--- src/rtl/m_stage_lsu_if.sv ---
`timescale 1ns/1ps
`default_nettype none
// ============================================================================
//  Module   : m_stage_lsu_if
//  Purpose  : Data-memory request/response bus between the M-stage LSU and
//             the data memory.
//  Ports    : mem_req_vld/rdy   request handshake
//             mem_req_we        1 store, 0 load
//             mem_req_addr      address aligned down to the bus width
//             mem_req_be        byte enables
//             mem_req_wdata     store data replicated across byte lanes
//             mem_rsp_vld/data  load response
//  Modports : master (LSU side), slave (memory side)
//  Revision : 1.0 - initial release
// ============================================================================
interface m_stage_lsu_if #(
    parameter int N_BITS    = 32,
    parameter int ADDR_BITS = 32
);
    localparam int BE_W = N_BITS / 8;

    logic                 mem_req_vld;
    logic                 mem_req_rdy;
    logic                 mem_req_we;
    logic [ADDR_BITS-1:0] mem_req_addr;
    logic [BE_W-1:0]      mem_req_be;
    logic [N_BITS-1:0]    mem_req_wdata;
    logic                 mem_rsp_vld;
    logic [N_BITS-1:0]    mem_rsp_data;

    modport master (
        output mem_req_vld, mem_req_we, mem_req_addr, mem_req_be, mem_req_wdata,
        input  mem_req_rdy, mem_rsp_vld, mem_rsp_data
    );

    modport slave (
        input  mem_req_vld, mem_req_we, mem_req_addr, mem_req_be, mem_req_wdata,
        output mem_req_rdy, mem_rsp_vld, mem_rsp_data
    );
endinterface
`default_nettype wire

--- src/rtl/m_stage_lsu.sv ---
`timescale 1ns/1ps
`default_nettype none
// ============================================================================
//  Module   : m_stage_lsu
//  Purpose  : Memory pipeline stage. Registers the X-stage result/control,
//             runs the data-memory handshake and emits one writeback packet
//             per instruction to W. Handles byte enables, load extract and
//             extend, misalignment detection and back-pressure to X.
//  Ports    : clk, rst_n (async, active low)
//             x_vld / m_rdy           X->M handshake
//             exe_data_in..rd_wen_in  X-stage result and control
//             mem                     data-memory bus (master modport)
//             wb_vld, wb_wen, wb_rd_addr, data_out, misalign_err  to W
//  Revision : 1.0 - initial release
// ============================================================================
module m_stage_lsu #(
    parameter int N_BITS    = 32,
    parameter int ADDR_BITS = 32,
    parameter int RF_ADDR_W = 5
) (
    input  wire logic                 clk,
    input  wire logic                 rst_n,
    input  wire logic                 x_vld,
    output logic                      m_rdy,
    input  wire logic [N_BITS-1:0]    exe_data_in,
    input  wire logic [N_BITS-1:0]    st_data_in,
    input  wire logic [1:0]           mem_op_in,
    input  wire logic [1:0]           mem_size_in,
    input  wire logic                 mem_uns_in,
    input  wire logic [RF_ADDR_W-1:0] rd_addr_in,
    input  wire logic                 rd_wen_in,
    m_stage_lsu_if.master             mem,
    output logic                      wb_vld,
    output logic                      wb_wen,
    output logic [RF_ADDR_W-1:0]      wb_rd_addr,
    output logic [N_BITS-1:0]         data_out,
    output logic                      misalign_err
);
    localparam int BE_W  = N_BITS / 8;
    localparam int OFF_W = $clog2(BE_W);

    localparam logic [1:0] c_OP_LOAD  = 2'd1;
    localparam logic [1:0] c_OP_STORE = 2'd2;

    typedef enum logic [1:0] {
        ST_IDLE = 2'd0,
        ST_REQ  = 2'd1,
        ST_RSP  = 2'd2
    } state_t;

    state_t                r_state;
    logic                  r_vld;
    logic                  r_is_mem;
    logic                  r_is_st;
    logic                  r_mis;
    logic [N_BITS-1:0]     r_exe;
    logic [1:0]            r_size;
    logic                  r_uns;
    logic [OFF_W-1:0]      r_off;
    logic [RF_ADDR_W-1:0]  r_rd;
    logic                  r_wen;
    logic [ADDR_BITS-1:0]  r_addr;
    logic [BE_W-1:0]       r_be;
    logic [N_BITS-1:0]     r_wdata;

    // Capture-time decode of the incoming instruction
    logic [OFF_W-1:0]  w_off;
    logic              w_is_mem;
    logic              w_mis;
    logic [BE_W-1:0]   w_be;
    logic [N_BITS-1:0] w_wdata;

    assign w_off    = exe_data_in[OFF_W-1:0];
    assign w_is_mem = (mem_op_in == c_OP_LOAD) || (mem_op_in == c_OP_STORE);

    always_comb begin
        w_mis   = 1'b0;
        w_be    = '1;
        w_wdata = st_data_in;
        case (mem_size_in)
            2'd0: begin
                w_be    = BE_W'(1) << w_off;
                w_wdata = {BE_W{st_data_in[7:0]}};
            end
            2'd1: begin
                w_mis   = w_off[0];
                w_be    = BE_W'(3) << w_off;
                w_wdata = {(BE_W/2){st_data_in[15:0]}};
            end
            2'd2: begin
                w_mis   = (w_off[1:0] != 2'd0);
                w_be    = BE_W'(15) << w_off;
                w_wdata = {(BE_W/4){st_data_in[31:0]}};
            end
            default: begin
                // Doubleword exists only on a 64-bit datapath
                w_mis   = (N_BITS == 32) || (w_off != '0);
                w_be    = '1;
                w_wdata = st_data_in;
            end
        endcase
    end

    always_ff @(posedge clk or negedge rst_n) begin
        if (!rst_n) begin
            r_state  <= ST_IDLE;
            r_vld    <= 1'b0;
            r_is_mem <= 1'b0;
            r_is_st  <= 1'b0;
            r_mis    <= 1'b0;
            r_exe    <= '0;
            r_size   <= 2'd0;
            r_uns    <= 1'b0;
            r_off    <= '0;
            r_rd     <= '0;
            r_wen    <= 1'b0;
            r_addr   <= '0;
            r_be     <= '0;
            r_wdata  <= '0;
        end else if (m_rdy) begin
            r_vld <= x_vld;
            if (x_vld) begin
                r_is_mem <= w_is_mem;
                r_is_st  <= (mem_op_in == c_OP_STORE);
                r_mis    <= w_is_mem && w_mis;
                r_exe    <= exe_data_in;
                r_size   <= mem_size_in;
                r_uns    <= mem_uns_in;
                r_off    <= w_off;
                r_rd     <= rd_addr_in;
                r_wen    <= rd_wen_in;
                r_addr   <= {exe_data_in[ADDR_BITS-1:OFF_W], {OFF_W{1'b0}}};
                r_be     <= w_be;
                r_wdata  <= w_wdata;
                r_state  <= (w_is_mem && !w_mis) ? ST_REQ : ST_IDLE;
            end else begin
                r_state <= ST_IDLE;
            end
        end else if (r_state == ST_REQ && mem.mem_req_rdy) begin
            r_state <= r_is_st ? ST_IDLE : ST_RSP;
        end
    end

    // Load extract: shift the addressed lane down, then extend by size
    logic [N_BITS-1:0] w_shift;
    logic [N_BITS-1:0] w_ld_data;

    assign w_shift = mem.mem_rsp_data >> {r_off, 3'b000};

    always_comb begin
        w_ld_data = w_shift;
        case (r_size)
            2'd0:    w_ld_data = r_uns ? N_BITS'(w_shift[7:0])
                                       : N_BITS'($signed(w_shift[7:0]));
            2'd1:    w_ld_data = r_uns ? N_BITS'(w_shift[15:0])
                                       : N_BITS'($signed(w_shift[15:0]));
            2'd2:    w_ld_data = r_uns ? N_BITS'(w_shift[31:0])
                                       : N_BITS'($signed(w_shift[31:0]));
            default: w_ld_data = w_shift;
        endcase
    end

    logic w_in_req;
    logic w_wb_alu;
    logic w_wb_mis;
    logic w_wb_st;
    logic w_wb_ld;

    assign w_in_req = (r_state == ST_REQ);

    // In IDLE a still-set r_vld on a completed store must not re-fire, so
    // IDLE writebacks come only from non-memory or misaligned captures.
    assign w_wb_alu = (r_state == ST_IDLE) && r_vld && !r_is_mem;
    assign w_wb_mis = (r_state == ST_IDLE) && r_vld && r_is_mem && r_mis;
    assign w_wb_st  = w_in_req && r_is_st && mem.mem_req_rdy;
    assign w_wb_ld  = (r_state == ST_RSP) && mem.mem_rsp_vld;

    assign m_rdy = (r_state == ST_IDLE) || w_wb_ld;

    assign mem.mem_req_vld   = w_in_req;
    assign mem.mem_req_we    = w_in_req && r_is_st;
    assign mem.mem_req_addr  = w_in_req ? r_addr  : '0;
    assign mem.mem_req_be    = w_in_req ? r_be    : '0;
    assign mem.mem_req_wdata = w_in_req ? r_wdata : '0;

    assign wb_vld       = w_wb_alu || w_wb_mis || w_wb_st || w_wb_ld;
    assign wb_wen       = (w_wb_alu || w_wb_ld) && r_wen;
    assign wb_rd_addr   = wb_vld ? r_rd : '0;
    assign data_out     = w_wb_alu ? r_exe : (w_wb_ld ? w_ld_data : '0);
    assign misalign_err = w_wb_mis;

endmodule
`default_nettype wire

--- src/flat_wrapper.sv ---
// flat-port wrapper written by rule: the top's interface ports become plain ports
module m_stage_lsu_flat 
#(
    parameter int N_BITS    = 32,
    parameter int ADDR_BITS = 32,
    parameter int RF_ADDR_W = 5
)
  (clk, rst_n, x_vld, m_rdy, exe_data_in, st_data_in, mem_op_in, mem_size_in, mem_uns_in, rd_addr_in, rd_wen_in, wb_vld, wb_wen, wb_rd_addr, data_out, misalign_err, mem_mem_req_vld, mem_mem_req_we, mem_mem_req_addr, mem_mem_req_be, mem_mem_req_wdata, mem_mem_req_rdy, mem_mem_rsp_vld, mem_mem_rsp_data);
  m_stage_lsu_if #(.N_BITS(N_BITS), .ADDR_BITS(ADDR_BITS)) mem_i ();
  input  wire logic clk;
  input  wire logic rst_n;
  input  wire logic x_vld;
  output logic m_rdy;
  input  wire logic [N_BITS-1:0] exe_data_in;
  input  wire logic [N_BITS-1:0] st_data_in;
  input  wire logic [1:0] mem_op_in;
  input  wire logic [1:0] mem_size_in;
  input  wire logic mem_uns_in;
  input  wire logic [RF_ADDR_W-1:0] rd_addr_in;
  input  wire logic rd_wen_in;
  output logic wb_vld;
  output logic wb_wen;
  output logic [RF_ADDR_W-1:0] wb_rd_addr;
  output logic [N_BITS-1:0] data_out;
  output logic misalign_err;
  output wire logic [$bits(mem_i.mem_req_vld)-1:0] mem_mem_req_vld;
  output wire logic [$bits(mem_i.mem_req_we)-1:0] mem_mem_req_we;
  output wire logic [$bits(mem_i.mem_req_addr)-1:0] mem_mem_req_addr;
  output wire logic [$bits(mem_i.mem_req_be)-1:0] mem_mem_req_be;
  output wire logic [$bits(mem_i.mem_req_wdata)-1:0] mem_mem_req_wdata;
  input wire logic [$bits(mem_i.mem_req_rdy)-1:0] mem_mem_req_rdy;
  input wire logic [$bits(mem_i.mem_rsp_vld)-1:0] mem_mem_rsp_vld;
  input wire logic [$bits(mem_i.mem_rsp_data)-1:0] mem_mem_rsp_data;
  assign mem_mem_req_vld = mem_i.mem_req_vld;
  assign mem_mem_req_we = mem_i.mem_req_we;
  assign mem_mem_req_addr = mem_i.mem_req_addr;
  assign mem_mem_req_be = mem_i.mem_req_be;
  assign mem_mem_req_wdata = mem_i.mem_req_wdata;
  assign mem_i.mem_req_rdy = mem_mem_req_rdy;
  assign mem_i.mem_rsp_vld = mem_mem_rsp_vld;
  assign mem_i.mem_rsp_data = mem_mem_rsp_data;
  m_stage_lsu #(.N_BITS(N_BITS), .ADDR_BITS(ADDR_BITS), .RF_ADDR_W(RF_ADDR_W)) u_core (.clk(clk), .rst_n(rst_n), .x_vld(x_vld), .m_rdy(m_rdy), .exe_data_in(exe_data_in), .st_data_in(st_data_in), .mem_op_in(mem_op_in), .mem_size_in(mem_size_in), .mem_uns_in(mem_uns_in), .rd_addr_in(rd_addr_in), .rd_wen_in(rd_wen_in), .mem(mem_i), .wb_vld(wb_vld), .wb_wen(wb_wen), .wb_rd_addr(wb_rd_addr), .data_out(data_out), .misalign_err(misalign_err));
endmodule
--- config.mk ---
export PLATFORM = sky130hd
export DESIGN_NAME = m_stage_lsu_flat
export DESIGN_NICKNAME = d
export VERILOG_FILES = /design/src/rtl/m_stage_lsu_if.sv /design/src/rtl/m_stage_lsu.sv /design/src/flat_wrapper.sv
export SDC_FILE = /design/constraint.sdc
export NUM_CORES = 1
export LEC_CHECK = 0
export ABC_AREA = 1
export ABC_CLOCK_PERIOD_IN_PS = 1760
export CAP_MARGIN = 10
export CELL_PAD_IN_SITES_DETAIL_PLACEMENT = 1
export CELL_PAD_IN_SITES_GLOBAL_PLACEMENT = 1
export CORE_ASPECT_RATIO = 0.6
export CORE_MARGIN = 4
export CORE_UTILIZATION = 29
export CTS_CLUSTER_DIAMETER = 40
export DETAILED_ROUTE_END_ITERATION = 8
export PLACE_DENSITY_LB_ADDON = 0.08
export SLEW_MARGIN = 10
export SYNTH_ARGS = -nofsm -noshare
export SYNTH_HDL_FRONTEND = slang
export SYNTH_SLANG_ARGS = --single-unit
--- constraint.sdc ---
create_clock -name clk -period 1.76 [get_ports clk]
set_input_delay 0.176 -clock clk [delete_from_list [all_inputs] [get_ports clk]]
set_output_delay 0.176 -clock clk [all_outputs]
set_load 0.005 [all_outputs]
==> metrics.cfg <==
[worst_setup_path]
cp_max_fo = 6
crit_type = flop to output port
cp_cell_sequence = clkinv_4 > buf_6 > nand2_2 > nand3_2 > nand3_4 > nand3_4 > buf_8 > nand2_2 > nand2_2 > buf_6
critical_path_arrival_ns = 1.85
crit_top_cell = nand2_2
worstSetupEndpointType = output port
slowest_stage = dfrtp_2
worstPathRequired_ns = 1.58
start_kind = flop
slowest_delay_ns = 0.43

[synthesis]
yosys_warnings = 0
yosys.area.top_type = dfrtp_1
netlist_top_cells_area = dfrtp_1 (39%), nand2_1 (19%), o21ai_0 (7.5%), inv_1 (6.9%), nor2_1 (5.5%)
syn_avg_cell_area_um2 = 6.70
synth_area_mm2 = 0.00533
synth_top_area_share_pct = 39.0
seq_area_frac_synth_pct = 39.0
synthCells = 795
synth_cell_types = 34
ys_ff_latch = 83

[power_and_ir_drop]
clkPwrFrac_pct = 13.4
total_power_mw = 16.9
p_leak_nw = 4.85
p_per_area_mw_per_mm2 = 1720
intPower_mw = 9.54
power.switching_mw = 7.35
seq_power_share_pct = 19.2
ir_worst_vdd_uv = 661
p_comb_share_pct = 67.4
switching_share_pct = 43.5

[global_routing]
antenna_found_initial = 0
grt_pass1_wl_mm = 37.9
grt_use_total_pct = 23.3
grt_max_degree = 47
grt-ovfl-total = 0
grt_pass1_vias = 6605

[die]
floorplan.io_pins = 223
die_width_um = 183
die_height_um = 113
start_util_pct = 29.5
num_rows = 38
die_area_mm2 = 0.0207
fp.coreArea_mm2 = 0.0181

[cells_and_area]
drive_above_1_share_pct = 38.9
post-route-util_pct = 54.4
area_growth_pct = 84.4
nets = 1226

[cts]
htree_levels = 3
clk_pin_slew_worst_paths_ns = 0.07
clk-insertion-delay-late_ns = 0.33
clk_path_buf_depth = 2
cts_tree = done
numCtsBuffers = 9
cts-root-buf = clkbuf_16
clkSinkCount = 83

[place]
port_buffers = 220
hpwl_mm = 16.3
routabilityCongestion = 0.806

[routing]
routed-via-count = 6358
drc = 0
avgViaCountPerCell = 4.70
drtIter0Drc = 374
wire_per_inst_um = 19.3
wl_mm = 26.1
firstDrtPassIters = 4
antenna_left = 0

[timing]
fmax_mhz = 494
rsz0062_at_grt = yes
min_period_ns = 2.03
period_share_pct = 115
setup_tns_ns = -10.40
hold_viol = 0
clock_skew_ns = 0.00500
finalSetupViolations = 69
layout_setup_ws_ns = -0.265
holdWs_ns = 0.332
final_max_slew_viol_count = 0

[min_path]
hold_path.class = input port to asynchronous set/reset pin

[flow_run]
cap_violations = 0

[run_status]
violations = setup timing
status = complete, but fails checks

[Yosys cell counts (all sizes together)]
| cell type | number |
|---|---|
| a21oi | 22 |
| conb | 1 |
| nand2 | 275 |
| dfrtp | 83 |
| o22ai | 7 |
| clkbuf | 15 |
| inv | 103 |
| buf | 35 |
| nor3 | 2 |
| or2 | 1 |
| a21boi | 1 |
| clkinv | 1 |
| a31oi | 1 |
| o21ai | 106 |
| nor2 | 80 |
| ha | 6 |
| nand3 | 56 |
[area by class of cell]
cell class | count | area [µm²]
Antenna cell | 1 | 2.50
Clock buffer | 9 | 225
Fill cell | 2191 | 8240
Timing Repair Buffer | 349 | 3420
Inverter | 104 | 414
Sequential cell | 83 | 2080
Multi-Input combinational cell | 560 | 3260
Clock inverter | 6 | 115
Timing Repair inverter | 1 | 8.76
Tap cell | 240 | 300
[per-stage QoR]
stage	instances	instance area [µm²]	setup WS, ns
after global placement	1263	8090	-0.449
after detailed placement	1263	8090	-0.435
after global routing	1352	9820	-0.343
after CTS	1336	9240	-0.260
final	1353	9830	-0.265
after floorplan	796	5330	0.355
[placed cells by master (no fill, tap or decap), drive strengths merged, types with 6 or more instances in the layout]
| cell type | count |
|---|---|
| ha | 6 |
| clkdlybuf4s50 | 110 |
| o21ai | 106 |
| nor2 | 80 |
| o22ai | 7 |
| nand2 | 275 |
| a21oi | 22 |
| buf | 202 |
| inv | 102 |
| clkbuf | 42 |
| dfrtp | 83 |
| nand3 | 57 |
[registers in the layout (all words and copies together), names as in the netlist]
register and count:
u_core.r_rd 5, u_core.r_exe 31, u_core.r_vld 1, u_core.r_addr 1
u_core.r_wdata 32, u_core.r_is_st 1, u_core.r_uns 1, u_core.r_size 2
u_core.r_state 2, u_core.r_is_mem 1, u_core.r_mis 1, u_core.r_be 4
u_core.r_wen 1
[power by group through the flow]
stage | sequential [mW] | combinational (mW) | clock, mW
floorplan | 3.12 | 3.85 | 0
global placement | 3.20 | 7.52 | 0
detailed placement | 3.24 | 7.56 | 0
CTS | 3.22 | 9.75 | 2.29
global route | 3.35 | 12.3 | 2.36
finish | 3.25 | 11.4 | 2.26
[cell families after synthesis]
kind of cell,share of synthesized area (%)
AO/OA/AOI/OAI,14.2
adder cells (fa/ha/maj),1.41
buffers and inverters,13.5
AND/OR/NAND/NOR,31.8
flip-flops,39.0
other,0.0704
[path summary, 6_finish.rpt]
check | from | endpoint | slack [ns] | depth (start not counted)
worst max-delay path | u_core.r_exe[0] | data_out[23] | -0.27 | 10
worst min-delay path | rst_n | u_core.r_wdata[10] | 0.33 | 2
worst max register to register | u_core.r_state[1] | u_core.r_is_mem | 0.04 | 9
worst min register to register | u_core.r_wdata[1] | u_core.r_wdata[1] | 0.49 | 2
max in group asynchronous | rst_n | u_core.r_state[1] | 0.89 | 3
min in group clk | exe_data_in[24] | u_core.r_exe[24] | 0.39 | 3
[critical path: cells and delay by family (launching register included)]
family	cells	cell delay, ns
buf+inv	4	0.55
simple gates	6	0.53
flops	1	0.43
[repair_timing]
action,CTS,global route
buffers inserted,52,6
gates resized for setup,509,209
endpoints found under the hold margin,26,0
pin swaps,36,14
gates cloned,6,10
setup endpoints to repair,109,156
hold buffers,1,0
[layer usage]
layer / track usage [%] / vias up / wire (µm)
li1: - / 3110 / -
met1: 35.6 / 3064 / 12700
met2: 33.9 / 175 / 11200
met3: 6.68 / 9 / 2030
met4: 2.08 / 0 / 113
met5: 0 / - / 0
(Power assumes the default switching activity.)
==> edit 1, RTL diff (same flow settings) <==
`RF_ADDR_W` is set to 5 in 2 places; all go to 6.
--- a/src/rtl/m_stage_lsu.sv
+++ b/src/rtl/m_stage_lsu.sv
@@ -16,7 +16,7 @@
 module m_stage_lsu #(
     parameter int N_BITS    = 32,
     parameter int ADDR_BITS = 32,
-    parameter int RF_ADDR_W = 5
+    parameter int RF_ADDR_W = 6
 ) (
     input  wire logic                 clk,
     input  wire logic                 rst_n,
--- a/src/flat_wrapper.sv
+++ b/src/flat_wrapper.sv
@@ -3,7 +3,7 @@
 #(
     parameter int N_BITS    = 32,
     parameter int ADDR_BITS = 32,
-    parameter int RF_ADDR_W = 5
+    parameter int RF_ADDR_W = 6
 )
   (clk, rst_n, x_vld, m_rdy, exe_data_in, st_data_in, mem_op_in, mem_size_in, mem_uns_in, rd_addr_in, rd_wen_in, wb_vld, wb_wen, wb_rd_addr, data_out, misalign_err, mem_mem_req_vld, mem_mem_req_we, mem_mem_req_addr, mem_mem_req_be, mem_mem_req_wdata, mem_mem_req_rdy, mem_mem_rsp_vld, mem_mem_rsp_data);
   m_stage_lsu_if #(.N_BITS(N_BITS), .ADDR_BITS(ADDR_BITS)) mem_i ();
Ports: changed (resized rd_addr_in and wb_rd_addr); port bits go from 223 to 225. The function was not compared with the original's and may differ.
==> edit 1 against the unedited design <==
The run still ends with negative setup slack left. Register-to-register slack worse by 0.03 ns. Final area is 0.93% higher. Synthesized area is 0.16% higher. Synthesized cell count is 1.0% higher. Clock skew is 0.0038 ns higher. Worst setup slack worse by 0.029 ns. Wire length is 0.66% lower. Maximum frequency is 1.4% lower. Die area is 0.15% higher. Sequential cell count is 1 higher. Non-clock buffer count stayed put.
Power is not compared: it rests on default switching activity, and its combinational part moved more than twofold at a synthesized area within 25%.
==> edit 1: results (changes against the unedited design) <==
{| class="wikitable"
! Metric !! Value
|-
| Library cells used by synthesis || 32 (was 34)
|-
| Met1 wire length || 12.7 mm (about the same)
|-
| Worst clock skew on the final layout || 0.00878 ns (was 0.00500 ns)
|-
| Cts repair resizes || 689 (was 509)
|-
| Final setup viols || 108 (was 69)
|-
| Final GP Congestion || 0.872 (was 0.806)
|-
| Number of antenna repair diodes || 0 (was 1)
|-
| Largest registers in the final layout || u_core.r_wdata (32), u_core.r_exe (31), u_core.r_rd (6) (was u_core.r_wdata (32), u_core.r_exe (31), u_core.r_rd (5))
|-
| Number of input and output port buffers inserted || 222 (was 220)
|-
| Filler instances || 2201 (was 2191)
|-
| Adder and majority gate portion of the synthesized area || 1.41% (about the same)
|-
| Failing checks || negative setup slack (unchanged)
|-
| Result of the run || finished, violations left (unchanged)
|-
| Area contributors post-synth || sky130_fd_sc_hd__dfrtp_1, sky130_fd_sc_hd__nand2_1, sky130_fd_sc_hd__inv_1, sky130_fd_sc_hd__o21ai_0, sky130_fd_sc_hd__nor2_1 (was sky130_fd_sc_hd__dfrtp_1, sky130_fd_sc_hd__nand2_1, sky130_fd_sc_hd__o21ai_0, sky130_fd_sc_hd__inv_1, sky130_fd_sc_hd__nor2_1)
|-
| # placed instances || 1284 (was 1263)
|-
| Number of violations reported at the end of detailed-routing iteration 0 || 322 (was 374)
|-
| Count of non-filler cells in the finished layout || 1360 (was 1353)
|-
| Final instance area || 9920 µm² (was 9830 µm²)
|-
| Total via count in the routed design || 6470 (was 6358)
|-
| Most frequent cells after synthesis || sky130_fd_sc_hd__nand2_1, sky130_fd_sc_hd__inv_1, sky130_fd_sc_hd__dfrtp_1 (unchanged)
|-
| Met3 routed wirelength || 1.77 mm (was 2.03 mm)
|-
| All-layer global routing usage || 24.2% (was 23.3%)
|-
| Arrival time at the worst endpoint || 1.88 ns (was 1.85 ns)
|-
| Vias in the first global route || 6724 (was 6605)
|-
| Met2 GRT Util || 35.5% (was 33.9%)
|-
| Met1 demand-to-capacity share in global routing || 36.8% (was 35.6%)
|-
| First-pass iteration count of the detailed router || 5 (was 4)
|-
| Compound-gate portion of the synthesized area || 13.3% (was 14.2%)
|-
| Minimum setup slack in the final design || -0.294 ns (was -0.265 ns)
|-
| Fraction of layout cells with a size suffix above 1 || 37.6% (was 38.9%)
|}
-- edit 1: cell types whose count changed after synthesis, moves of 5 or more --
cell	change
sky130_fd_sc_hd__nand2_1	+5
sky130_fd_sc_hd__buf_2	+7
sky130_fd_sc_hd__clkbuf_1	-5
sky130_fd_sc_hd__o21ai_0	-9
sky130_fd_sc_hd__o21ai_1	+24
sky130_fd_sc_hd__o21ai_2	-13
-- edit 1: path summary, 6_finish.rpt --
check | start | to | slack [ns] | depth (start not counted)
worst max-delay path | u_core.r_exe[0]$_DFFE_PN0P_ | data_out[21] | -0.29 | 9
worst min-delay path | rst_n | u_core.r_rd[5]$_DFFE_PN0P_ | 0.29 | 2
worst max register to register | u_core.r_state[1]$_DFFE_PN0P_ | u_core.r_exe[17]$_DFFE_PN0P_ | 0.01 | 9
worst min register to register | u_core.r_wdata[1]$_DFFE_PN0P_ | u_core.r_wdata[1]$_DFFE_PN0P_ | 0.49 | 2
max in group asynchronous | rst_n | u_core.r_exe[3]$_DFFE_PN0P_ | 0.93 | 3
min in group clk | exe_data_in[26] | u_core.r_exe[26]$_DFFE_PN0P_ | 0.38 | 3
-- edit 1: power groups by stage --
stage                     registers (mW)  clock network (mW)  logic [mW]
final                               2.46                1.93        4.36
after global routing                2.49                2.06        4.72
after CTS                           2.44                1.97        3.99
after detailed placement            2.46                   0        3.00
after global placement              2.45                   0        2.98
after floorplan                     2.42                   0        1.46
-- edit 1: stage by stage --
stage	worst slack [ns]	setup TNS, ns
CTS	-0.281	-9.56
global placement	-0.334	-14.23
floorplan	0.378	0
global route	-0.403	-21.42
finish	-0.294	-12.39
detailed placement	-0.344	-17.26
-- edit 1: logic make-up after synthesis --
kind of cell,count (synthesis)
and+or+nand+nor,421
buffers and inverters,154
AOI/OAI and AO/OA,137
DFF,84
adders and majority gates,6
other,1
-- edit 1: worst max-delay path, cell delays in order (launching register included) --
cell and delay (ns):
sky130_fd_sc_hd__dfrtp_2 0.49, sky130_fd_sc_hd__buf_6 0.16, sky130_fd_sc_hd__buf_4 0.11, sky130_fd_sc_hd__nand2_1 0.05
sky130_fd_sc_hd__nand2_2 0.10, sky130_fd_sc_hd__nand2_1 0.12, sky130_fd_sc_hd__a21oi_1 0.28, sky130_fd_sc_hd__nand2_4 0.08
sky130_fd_sc_hd__nand2_2 0.05, sky130_fd_sc_hd__buf_2 0.10
-- edit 1: layout make-up --
type / instances / share of cell area (%)
Multi-Input combinational cell: 568 / 34.8
Timing Repair Buffer: 349 / 33.8
Sequential cell: 84 / 21.2
Inverter: 103 / 4.15
Tap cell: 240 / 3.03
Clock buffer: 10 / 2.31
Clock inverter: 5 / 0.618
Timing Repair inverter: 1 / 0.0757
==> edit 2, RTL diff (same flow settings) <==
Without the edit above. Put a register stage on the output `misalign_err`, cleared by the reset. The value now appears one clock later. The other outputs are not delayed to match.
--- a/src/rtl/m_stage_lsu.sv
+++ b/src/rtl/m_stage_lsu.sv
@@ -187,7 +187,13 @@
     assign wb_wen       = (w_wb_alu || w_wb_ld) && r_wen;
     assign wb_rd_addr   = wb_vld ? r_rd : '0;
     assign data_out     = w_wb_alu ? r_exe : (w_wb_ld ? w_ld_data : '0);
-    assign misalign_err = w_wb_mis;
+    always_ff @(posedge clk or negedge rst_n) begin
+        if (!rst_n) begin
+            misalign_err <= '0;
+        end else begin
+            misalign_err <= w_wb_mis;
+        end
+    end
 
 endmodule
 `default_nettype wire
Function: changed (Yosys sat finds a counterexample within 4 cycles, from zero or initial values and one cycle with rst_n low).
==> edit 2 against the unedited design <==
The flow still finishes with violations (negative setup slack). Wire length down 4.9%. Total power down 7.3%. Synthesized area up 0.47%. Utilization down 1.9 points. Sequential cell count up 1. Final area down 3.2%. Critical path depth down 1. Worst setup slack worse by 0.043 ns. Cell count down 1.2%. Highest routed layer is now met5.
==> edit 2: results (changes against the unedited design) <==
{| class="wikitable"
! Metric !! Value
|-
| Non-clk buf share || 33.0% (was 34.8%)
|-
| Adder and majority gate portion of the synthesized area || 1.40% (was 1.41%)
|-
| Result of the run || finished, violations left (unchanged)
|-
| Area contributors post-synth || sky130_fd_sc_hd__dfrtp_1, sky130_fd_sc_hd__nand2_1, sky130_fd_sc_hd__o21ai_0, sky130_fd_sc_hd__inv_1, sky130_fd_sc_hd__nor2_1 (unchanged)
|-
| Power spent charging and discharging nets || 6.86 mW (was 7.35 mW)
|-
| Max FO, Critical Path || 8 (was 6)
|-
| Most frequent cells after synthesis || sky130_fd_sc_hd__nand2_1, sky130_fd_sc_hd__inv_1, sky130_fd_sc_hd__dfrtp_1 (unchanged)
|-
| Number of antenna repair diodes || 0 (was 1)
|-
| Vias in the first global route || 6762 (was 6605)
|-
| Final setup viols || 40 (was 69)
|-
| Drt wl/cell || 18.6 µm (was 19.3 µm)
|-
| Power of the clock network || 2.16 mW (was 2.26 mW)
|-
| Worst clock skew on the final layout || 0.00957 ns (was 0.00500 ns)
|-
| Area post-placement || 8090 µm² (about the same)
|-
| Clock buf count || 11 (was 9)
|-
| Failing checks || negative setup slack (unchanged)
|-
| Power Sequential || 3.29 mW (was 3.25 mW)
|-
| Synthesized area || 5350 µm² (was 5330 µm²)
|-
| Worst-case reg-to-reg path depth || 12 (was 9)
|-
| Capturing point of the worst reg2reg path || u_core.misalign_err$_DFF_PN0_ (was u_core.r_is_mem$_DFFE_PN0P_)
|-
| First-pass iteration count of the detailed router || 5 (was 4)
|-
| Int Pwr || 8.80 mW (was 9.54 mW)
|-
| Minimum setup slack in the final design || -0.309 ns (was -0.265 ns)
|-
| LEAKAGE || 5.03 nW (was 4.85 nW)
|-
| All-layer global routing usage || 23.1% (was 23.3%)
|-
| Footprint of the flip-flops and latches || 2100 µm² (was 2080 µm²)
|-
| Non-clock inverter count in the final layout || 104 (was 105)
|-
| Post-CTS setup buffers || 40 (was 52)
|-
| Antenna violations before repair || 1 (was 0)
|-
| Sequential area share after synthesis || 39.3% (was 39.0%)
|-
| Fraction of layout cells with a size suffix above 1 || 35.6% (was 38.9%)
|-
| Total via count in the routed design || 6289 (was 6358)
|-
| Final #Nets || 1210 (was 1226)
|-
| Arrival time at the worst endpoint || 1.89 ns (was 1.85 ns)
|}
-- edit 2: changes by cell type after synthesis --
cell,change
sky130_fd_sc_hd__dfrtp_1,+1
-- edit 2: stage by stage --
stage | hold slack [ns] | setup slack (ns) | utilization [%] | std cells
floorplan | -0.120 | 0.355 | - | 797
global placement | 0.0114 | -0.384 | 44.6 | 1267
detailed placement | 0.0132 | -0.417 | 44.6 | 1267
CTS | 0.187 | -0.291 | 50.8 | 1328
global route | 0.199 | -0.386 | 52.5 | 1337
finish | 0.203 | -0.309 | 52.5 | 1337
-- edit 2: layer usage --
layer / global-route usage (%) / up-vias / part of all wire (%)
li1: - / 3060 / -
met1: 34.3 / 3011 / 49
met2: 33.0 / 189 / 42
met3: 7.32 / 27 / 7.7
met4: 4.61 / 2 / 1.4
met5: 0 / - / 0.032
-- edit 2: critical path, stage by stage (launching register included) --
cell and delay, ns:
sky130_fd_sc_hd__dfrtp_2 0.46, sky130_fd_sc_hd__clkinv_4 0.14, sky130_fd_sc_hd__nand2_1 0.14, sky130_fd_sc_hd__nand2_2 0.10
sky130_fd_sc_hd__nand3_4 0.14, sky130_fd_sc_hd__nand3_4 0.16, sky130_fd_sc_hd__buf_6 0.17, sky130_fd_sc_hd__nand2_2 0.05
sky130_fd_sc_hd__nand2_1 0.05, sky130_fd_sc_hd__buf_2 0.12
-- edit 2: how the worst max path moves through the flow --
stage	end	cells past startpoint
after floorplan	data_out[21]	9
after global placement	data_out[17]	9
after detailed placement	data_out[25]	8
after CTS	data_out[9]	10
after global routing	data_out[26]	9
final	data_out[18]	9
-- edit 2: cell families (layout without fill, tap and decap cells) --
family                   count (synthesis)  count (layout)
AND/OR/NAND/NOR                        414             415
buffers and inverters                  154             453
AO/OA/AOI/OAI                          137             137
flip-flops                              84              84
adder cells (fa/ha/maj)                  6               6
other                                    1               2
